$ cat src/rtl/delay_line_var.sv
// Runtime-variable delay line: circular buffer of {valid, data} read k entries behind the write pointer.
// Optional output register enabled by defining DELAY_LINE_VAR_REGOUT_EN.
module delay_line_var #(
   parameter int WIDTH      = 8,
   parameter int MAX_CYCLES = 16,
   localparam int DW        = $clog2(MAX_CYCLES + 1)
) (
   input  logic             clk,
   input  logic             rst,
   input  logic             en,
   input  logic             flush,
   input  logic [DW-1:0]    delay,
   input  logic             in_valid,
   input  logic [WIDTH-1:0] d,
   output logic             out_valid,
   output logic [WIDTH-1:0] q
);

   localparam int AW = (MAX_CYCLES > 1) ? $clog2(MAX_CYCLES) : 1;
   localparam logic [AW-1:0] LAST  = AW'(MAX_CYCLES - 1);
   localparam logic [DW-1:0] KMAX  = DW'(MAX_CYCLES);
   localparam logic [DW:0]   DEPTH = (DW + 1)'(MAX_CYCLES);

   logic [WIDTH-1:0]      mem_data [MAX_CYCLES];
   logic [MAX_CYCLES-1:0] mem_valid;
   logic [AW-1:0]         wr_ptr;
   logic [DW-1:0]         k;
   logic [DW:0]           ptr_ext;
   logic [DW:0]           k_ext;
   logic [DW:0]           rd_sum;
   logic [AW-1:0]         rd_idx;
   logic                  rd_valid;
   logic [WIDTH-1:0]      rd_data;
   logic                  raw_valid;
   logic [WIDTH-1:0]      raw_q;

   always_ff @(posedge clk) begin
      if (!rst) begin
         wr_ptr    <= '0;
         mem_valid <= '0;
         for (int i = 0; i < MAX_CYCLES; i++) begin
            mem_data[i] <= '0;
         end
      end else if (flush) begin
         wr_ptr    <= '0;
         mem_valid <= '0;
      end else if (en) begin
         mem_valid[wr_ptr] <= in_valid;
         mem_data[wr_ptr]  <= d;
         wr_ptr            <= (wr_ptr == LAST) ? '0 : wr_ptr + 1'b1;
      end
   end

   // Read address wraps explicitly so any depth works, not just powers of two.
   always_comb begin
      k       = (delay > KMAX) ? KMAX : delay;
      ptr_ext = (DW + 1)'(wr_ptr);
      k_ext   = (DW + 1)'(k);
      rd_sum  = (ptr_ext >= k_ext) ? (ptr_ext - k_ext) : (ptr_ext + DEPTH - k_ext);
      rd_idx  = AW'(rd_sum);
      rd_valid = mem_valid[rd_idx];
      rd_data  = mem_data[rd_idx];
   end

   always_comb begin
      raw_valid = 1'b0;
      raw_q     = '0;
      if (k == '0) begin
         raw_valid = in_valid;
         raw_q     = in_valid ? d : '0;
      end else begin
         raw_valid = rd_valid;
         raw_q     = rd_valid ? rd_data : '0;
      end
   end

`ifdef DELAY_LINE_VAR_REGOUT_EN
   logic             reg_valid;
   logic [WIDTH-1:0] reg_q;

   // Flush drops only the valid bit; q is masked by it anyway.
   always_ff @(posedge clk) begin
      if (!rst) begin
         reg_valid <= 1'b0;
         reg_q     <= '0;
      end else begin
         if (en) begin
            reg_valid <= raw_valid;
            reg_q     <= raw_q;
         end
         if (flush) begin
            reg_valid <= 1'b0;
         end
      end
   end

   assign out_valid = reg_valid;
   assign q         = reg_valid ? reg_q : '0;
`else
   assign out_valid = raw_valid;
   assign q         = raw_q;
`endif

endmodule

$ cat config.mk
export PLATFORM = sky130hd
export DESIGN_NAME = delay_line_var
export DESIGN_NICKNAME = d
export VERILOG_FILES = /design/src/rtl/delay_line_var.sv
export SDC_FILE = /design/constraint.sdc
export NUM_CORES = 1
export LEC_CHECK = 0
export CORE_ASPECT_RATIO = 1.2
export CORE_MARGIN = 2
export CORE_UTILIZATION = 45
export CTS_BUF_LIST = sky130_fd_sc_hd__clkbuf_8
export DETAILED_ROUTE_END_ITERATION = 12
export GPL_TIMING_DRIVEN = 1
export PLACE_DENSITY = 0.71
export SYNTH_ARGS = -nofsm -noshare
export SYNTH_HDL_FRONTEND = slang
export SYNTH_SLANG_ARGS = --single-unit
$ cat constraint.sdc
create_clock -name clk -period 5.9 [get_ports clk]
set_clock_uncertainty 0.1 [all_clocks]
set_input_delay 1.77 -clock clk [delete_from_list [all_inputs] [get_ports clk]]
set_output_delay 1.77 -clock clk [all_outputs]
set_load 0.03 [all_outputs]
* Word level (Yosys, flattened, before mapping)
Memories as Yosys holds them, arrays and structs flattened.
Cells that the tools add are included.
** Storage, ports and cells
- Register bits after elaboration :: 20
- RAM bits :: 128
- Output and inout bits :: 9
- Memories kept :: 1
** Cells by class
- $add $sub $neg :: 4
- Magnitude comparators :: 5
- Eq/ne operators :: 1
- Mux-type cells :: 20
- Bitwise operators :: 1
- Reduce and logical (&&, ||, !) cells :: 4
** Memory list
- mem_data :: words 16, width 8, rd ports 1, clocked after memory_dff 0, wr ports 16, line 24 : logic [WIDTH-1:0] mem_data [MAX_CYCLES];
** Operator list (number)
- 8-bit 2-to-1 mux :: 4
- 16-bit bitwise mux :: 1
- 4-bit 2-to-1 mux :: 3
- 4-bit by 5-bit less-than comparator with 1-bit output, second input constant :: 2
- 1-bit 2-to-1 mux :: 9
- 4-bit by 1-bit adder with 4-bit output, second input constant :: 2
- 8-bit OR reduction :: 1
- 4-bit subtractor :: 2
- 4-bit by 5-bit greater-or-equal comparator with 1-bit output :: 1
- 5-bit greater-than comparator, second input constant :: 1
- 5-bit zero test :: 1
- 5-bit 2-to-1 mux :: 1
- 1-bit binary-select mux with 4-bit select :: 1
- 1-bit demux with 4-bit select :: 1
- 4-bit == test, second input constant :: 1
- 4-bit by 1-bit greater-or-equal comparator with 1-bit output, second input constant :: 1
- 2-bit OR reduction :: 1
- 1-bit logical AND :: 1
- 1-bit NOT :: 1

* Longest topological paths before layout
Gate-level depths: netlist (run 1).
- Depth after elaboration :: 8
- Mapped depth :: 10
- Mapped depth without buffers :: 9

* Least setup slack after synthesis (run 1)
OpenSTA, ideal clock, no wires.
- Kind :: input -> output
- Start point :: input delay[0]
- End point :: output q[1]
- Data arrival time :: 4.033 ns
- Required time :: 4.030 ns
- Setup slack :: -0.003 ns
- Cell stages on the path :: 10
- Cells stage by stage :: nor2b_1 ha_1 inv_1 fa_1 buf_6 buf_2 mux4_2 mux2i_1 mux2i_1 a22o_1
** On the way
- Word-level cells in the longest chain between the ends :: 8
- Elaborated cells between the ends (all ways) :: 12
- Those cells by class :: 2 x add/sub; 2 x order compare; 6 x mux; 1 x reduce/logical; 1 x memory
** RTL lines
- from (decl) :: line 12 : input logic [DW-1:0] delay,
- 5-bit greater-than comparator :: line 56 : k = (delay > KMAX) ? KMAX : delay;
- 5-bit 2-to-1 mux * :: line 56
- 4-bit subtractor or 4-bit by 5-bit greater-or-equal comparator with 1-bit output (tied branches) :: line 59 : rd_sum = (ptr_ext >= k_ext) ? (ptr_ext - k_ext) : (ptr_ext + DEPTH - k_ext);
- 4-bit 2-to-1 mux :: line 59
- 1-bit binary-select mux with 4-bit select :: line 61 : rd_valid = mem_valid[rd_idx];
- 1-bit 2-to-1 mux (not written as such) :: line 61
- 8-bit 2-to-1 mux :: line 73 : raw_q = rd_valid ? rd_data : '0;
- 8-bit 2-to-1 mux * :: line 68 : if (k == '0) begin
- to (decl) :: line 16 : output logic [WIDTH-1:0] q
Mark *: on every way between the ends. The rest lies on a longest branch, timed or not. The select of a mux whose other input is x is not followed.

* Worst setup path after layout (run 1)
- Start point :: input delay[4]
- End point :: output q[6]
The elaborated chain is that of the path after synthesis.

==> impl_metrics.yaml, run 1 <==
clock_tree:
  tritoncts.num_buffers: 17
  clock-sinks: 148
  clk_pin_slew_worst_paths_ns: 0.08
  cts_root_buffer: "clkbuf_8"
  htree_levels: 4
  cts_tree: "built"
  clock_latency_of_the_later_clocked_register_in_the_worst_skew_pair_ns: 0.44
  postCtsHoldBufs: 0
  cts.path.max_buffers: 2
detailed_routing:
  wl_per_cell_um: 21.63
  postRouteAntennaNets: 0
  dr_total_vias: 4797
  detail_route.iter0.violations: 401
  first_pass_iters: 5
  detail_route.drc_violations: 0
  routed_wl_um: 17550
  avgViaCountPerCell: 5.915
grt:
  number_of_antenna_violations_at_the_first_check_in_global_routing: 0
  grt_overflow: 0
  grt_start_max_net_pins: 46
  first_global_vias: 4783
  wire_length_of_the_first_global_routing_pass_um: 27490
  grt.total_usage_pct: 21.60
timing:
  slew_headroom_pct: 44.80
  tightest_slew_ns: 0.8254
  hold_violations: 0
  fin_crit_sh_pct: 106.6
  report.final.slew_viol_count: 0
  max_freq_ghz: 0.1589
  worst_slack_ns: -0.3918
  final.hold.worst_slack_ns: 0.3557
  report.final.setup_viol: 9
  grt_setup_unrepaired: "yes"
  period_minus_slack_ns: 6.292
power_and_ir_drop:
  power.leakage_nw: 3.568
  p_per_area_nw_per_um2: 268.6
  vdd.ir_drop.worst_mv: 0.1681
yosys:
  dominant_synthesized_flop_cell: "edfxtp_1"
  synthTopCellsByArea: "edfxtp_1 (53%), and3_1 (11%), mux4_2 (9.7%), dfxtp_1 (5.5%), mux2i_1 (3.7%)"
  synthDominantCellAreaShare_pct: 53.15
  synthCells: 552
  synth_area_per_cell_um2: 13.10
  cell_area_after_synthesis_um2: 7232
  synth_sequential_area_ratio_pct: 58.69
  ys.warnings.count: 0
  post_synth_most_frequent_cells: "and3_1 (128), edfxtp_1 (128), nand2_1 (67)"
  synthDistinctLibCells: 33
  asyncSetResetFlopFracSynth_pct: 0
  synth_edf_count: 128
  synthDominantAreaCellType: "edfxtp_1"
  ys_seq_elements: 148
  nets_in_the_synthesized_netlist: 578
floorplanning:
  chipHeight_um: 142.9
  fp.coreArea_um2: 15640
  dieWidth_um: 119.7
  initial_utilization_pct: 46.24
  dieArea_um2: 17110
  number_of_top_level_pins: 27
  core.rowCount: 50
layout:
  antenna-diode-count: 0
  layout-drive-gt1-share_pct: 24.21
  finalNonFillerCells: 811
  design.final.nets: 617
  flow.area_growth_from_synthesis_pct: 17.87
  final_cell_area_um2: 8524
  finish.utilization_pct: 54.50
hold_path:
  hold_class: "flip-flop to flip-flop"
  min_delay_path_depth: 2
setup_path:
  timing.critical_path.to_type: "primary output"
  timing.critical_path.from_type: "primary input"
  criticalPathCategory: "primary input to primary output"
  timing.critical_path.arrival_ns: 4.42
  rr_worst_depth: 6
  crit_fanout: 5
  timing.critical_path.required_ns: 4.03
place:
  dpl-instance-area_um2: 7894
  dpl_worst_slack_ns: -1.201
  placed_cells_incl_taps: 766
  port-buffer-count: 26
  dp.final_hpwl_um: 11060
  routabilityCongestion: 0.8715
run_status:
  outcome: "complete, but fails checks"
  violated_checks: "setup timing"
flow_run:
  number_of_maximum_capacitance_constraint_violations: 0
## where the power goes
| group | total (W) | leakage (nW) | switching (W) | internal, W |
|---|---|---|---|---|
| Clock | 0.000799 | 0.197 | 0.000412 | 0.000387 |
| Sequential | 0.00117 | 1.48 | 0.0000107 | 0.00116 |
| Combinational | 0.000316 | 1.89 | 0.000160 | 0.000155 |
## final cells by class
class	count	area, um2
Inverter	4	15.01
Sequential cell	148	4244
Clock inverter	14	165.2
Timing Repair Buffer	75	779.5
Multi-Input combinational cell	345	2826
Clock buffer	17	234.0
Tap cell	208	260.3
Fill cell	1255	7116
## worst max-delay path, cell delays in order
cell	delay, ns
buf_8	0.10
nor2b_4	0.11
ha_4	0.13
inv_2	0.04
fa_2	0.62
buf_6	0.12
mux4_2	0.48
mux2i_1	0.19
nor2_2	0.11
mux2_4	0.35
a22o_1	0.26
buf_6	0.15
## through the flow
step | TNS, ns | power, W
after floorplan | 0 | 0.001362
after global placement | -10.29 | 0.001472
after detailed placement | -10.16 | 0.001478
after CTS | -3.226 | 0.002299
after global routing | -3.966 | 0.002363
final | -2.979 | 0.002289
## path summary, 6_finish.rpt
check / start / endpoint / slack, ns
worst min register to register: mem_valid[1] / mem_valid[1] / 0.36
worst max-delay path: delay[4] / q[6] / -0.39
worst min-delay path: mem_valid[1] / mem_valid[1] / 0.36
worst max register to register: wr_ptr[2] / mem_data[5][6] / 3.49
## registers in the layout, summed over array words and instances (netlist names)
name / flops
wr_ptr: 4
mem_valid: 16
mem_data: 128
## cells by family after synthesis
kind of cell	Yosys count	share of synthesized area, %
compound gates	30	2.630
simple gates	238	17.58
mux	64	15.42
flops	148	58.69
buf+inv	60	3.512
fa+ha+maj	8	1.488
xor+xnor	4	0.6922
## cells in the final DEF (no fill, tap or decap), types with 2 or more instances in the layout
| cell type | Yosys | final |
|---|---|---|
| nor2_1 | 11 | 9 |
| edfxtp_1 | 128 | 128 |
| buf_6 | 2 | 16 |
| mux2_4 | 1 | 2 |
| clkinvlp_4 | 0 | 2 |
| and3_1 | 128 | 128 |
| nor3_2 | 0 | 2 |
| buf_12 | 0 | 9 |
| nand3_1 | 18 | 18 |
| nor2_2 | 0 | 2 |
| mux4_2 | 31 | 31 |
| or4_1 | 2 | 2 |
| inv_1 | 4 | 3 |
| dfxtp_1 | 20 | 20 |
| nand2b_1 | 5 | 4 |
| buf_4 | 2 | 34 |
| bufinv_16 | 0 | 2 |
| a22o_1 | 8 | 8 |
| mux4_1 | 5 | 5 |
| mux2i_2 | 0 | 8 |
| a21oi_1 | 19 | 19 |
| xnor2_1 | 2 | 2 |
| ha_1 | 7 | 6 |
| clkbuf_8 | 0 | 17 |
| nand2_1 | 67 | 67 |
| clkdlybuf4s50_1 | 0 | 14 |
| clkinv_4 | 0 | 2 |
| mux2i_1 | 27 | 19 |
| inv_6 | 0 | 7 |
## per-layer routing
layer  vias up  track usage, %  part of all wire (%)
li1       2160               -                     -
met1      2391           28.68                    40
met2       222           35.79                    51
met3        24           4.912                   7.4
met4         0           6.378                   1.9
met5         -               0                     0
## repair_timing
action                     4_1_cts  5_1_grt
setup endpoints to repair        9        9
pin swaps                        6        5
resized for setup               81       16
buffers inserted                15        0
cloned                           1        0
hold endpoints to repair         0        0
Power figures use the tool's default switching activity.
==> run 2, diff against run 1 <==
CAP_MARGIN = 20   (was default)
==> results of run 2 <==
Same layout as run 1: the final DEF is identical, and so are final timing and power.
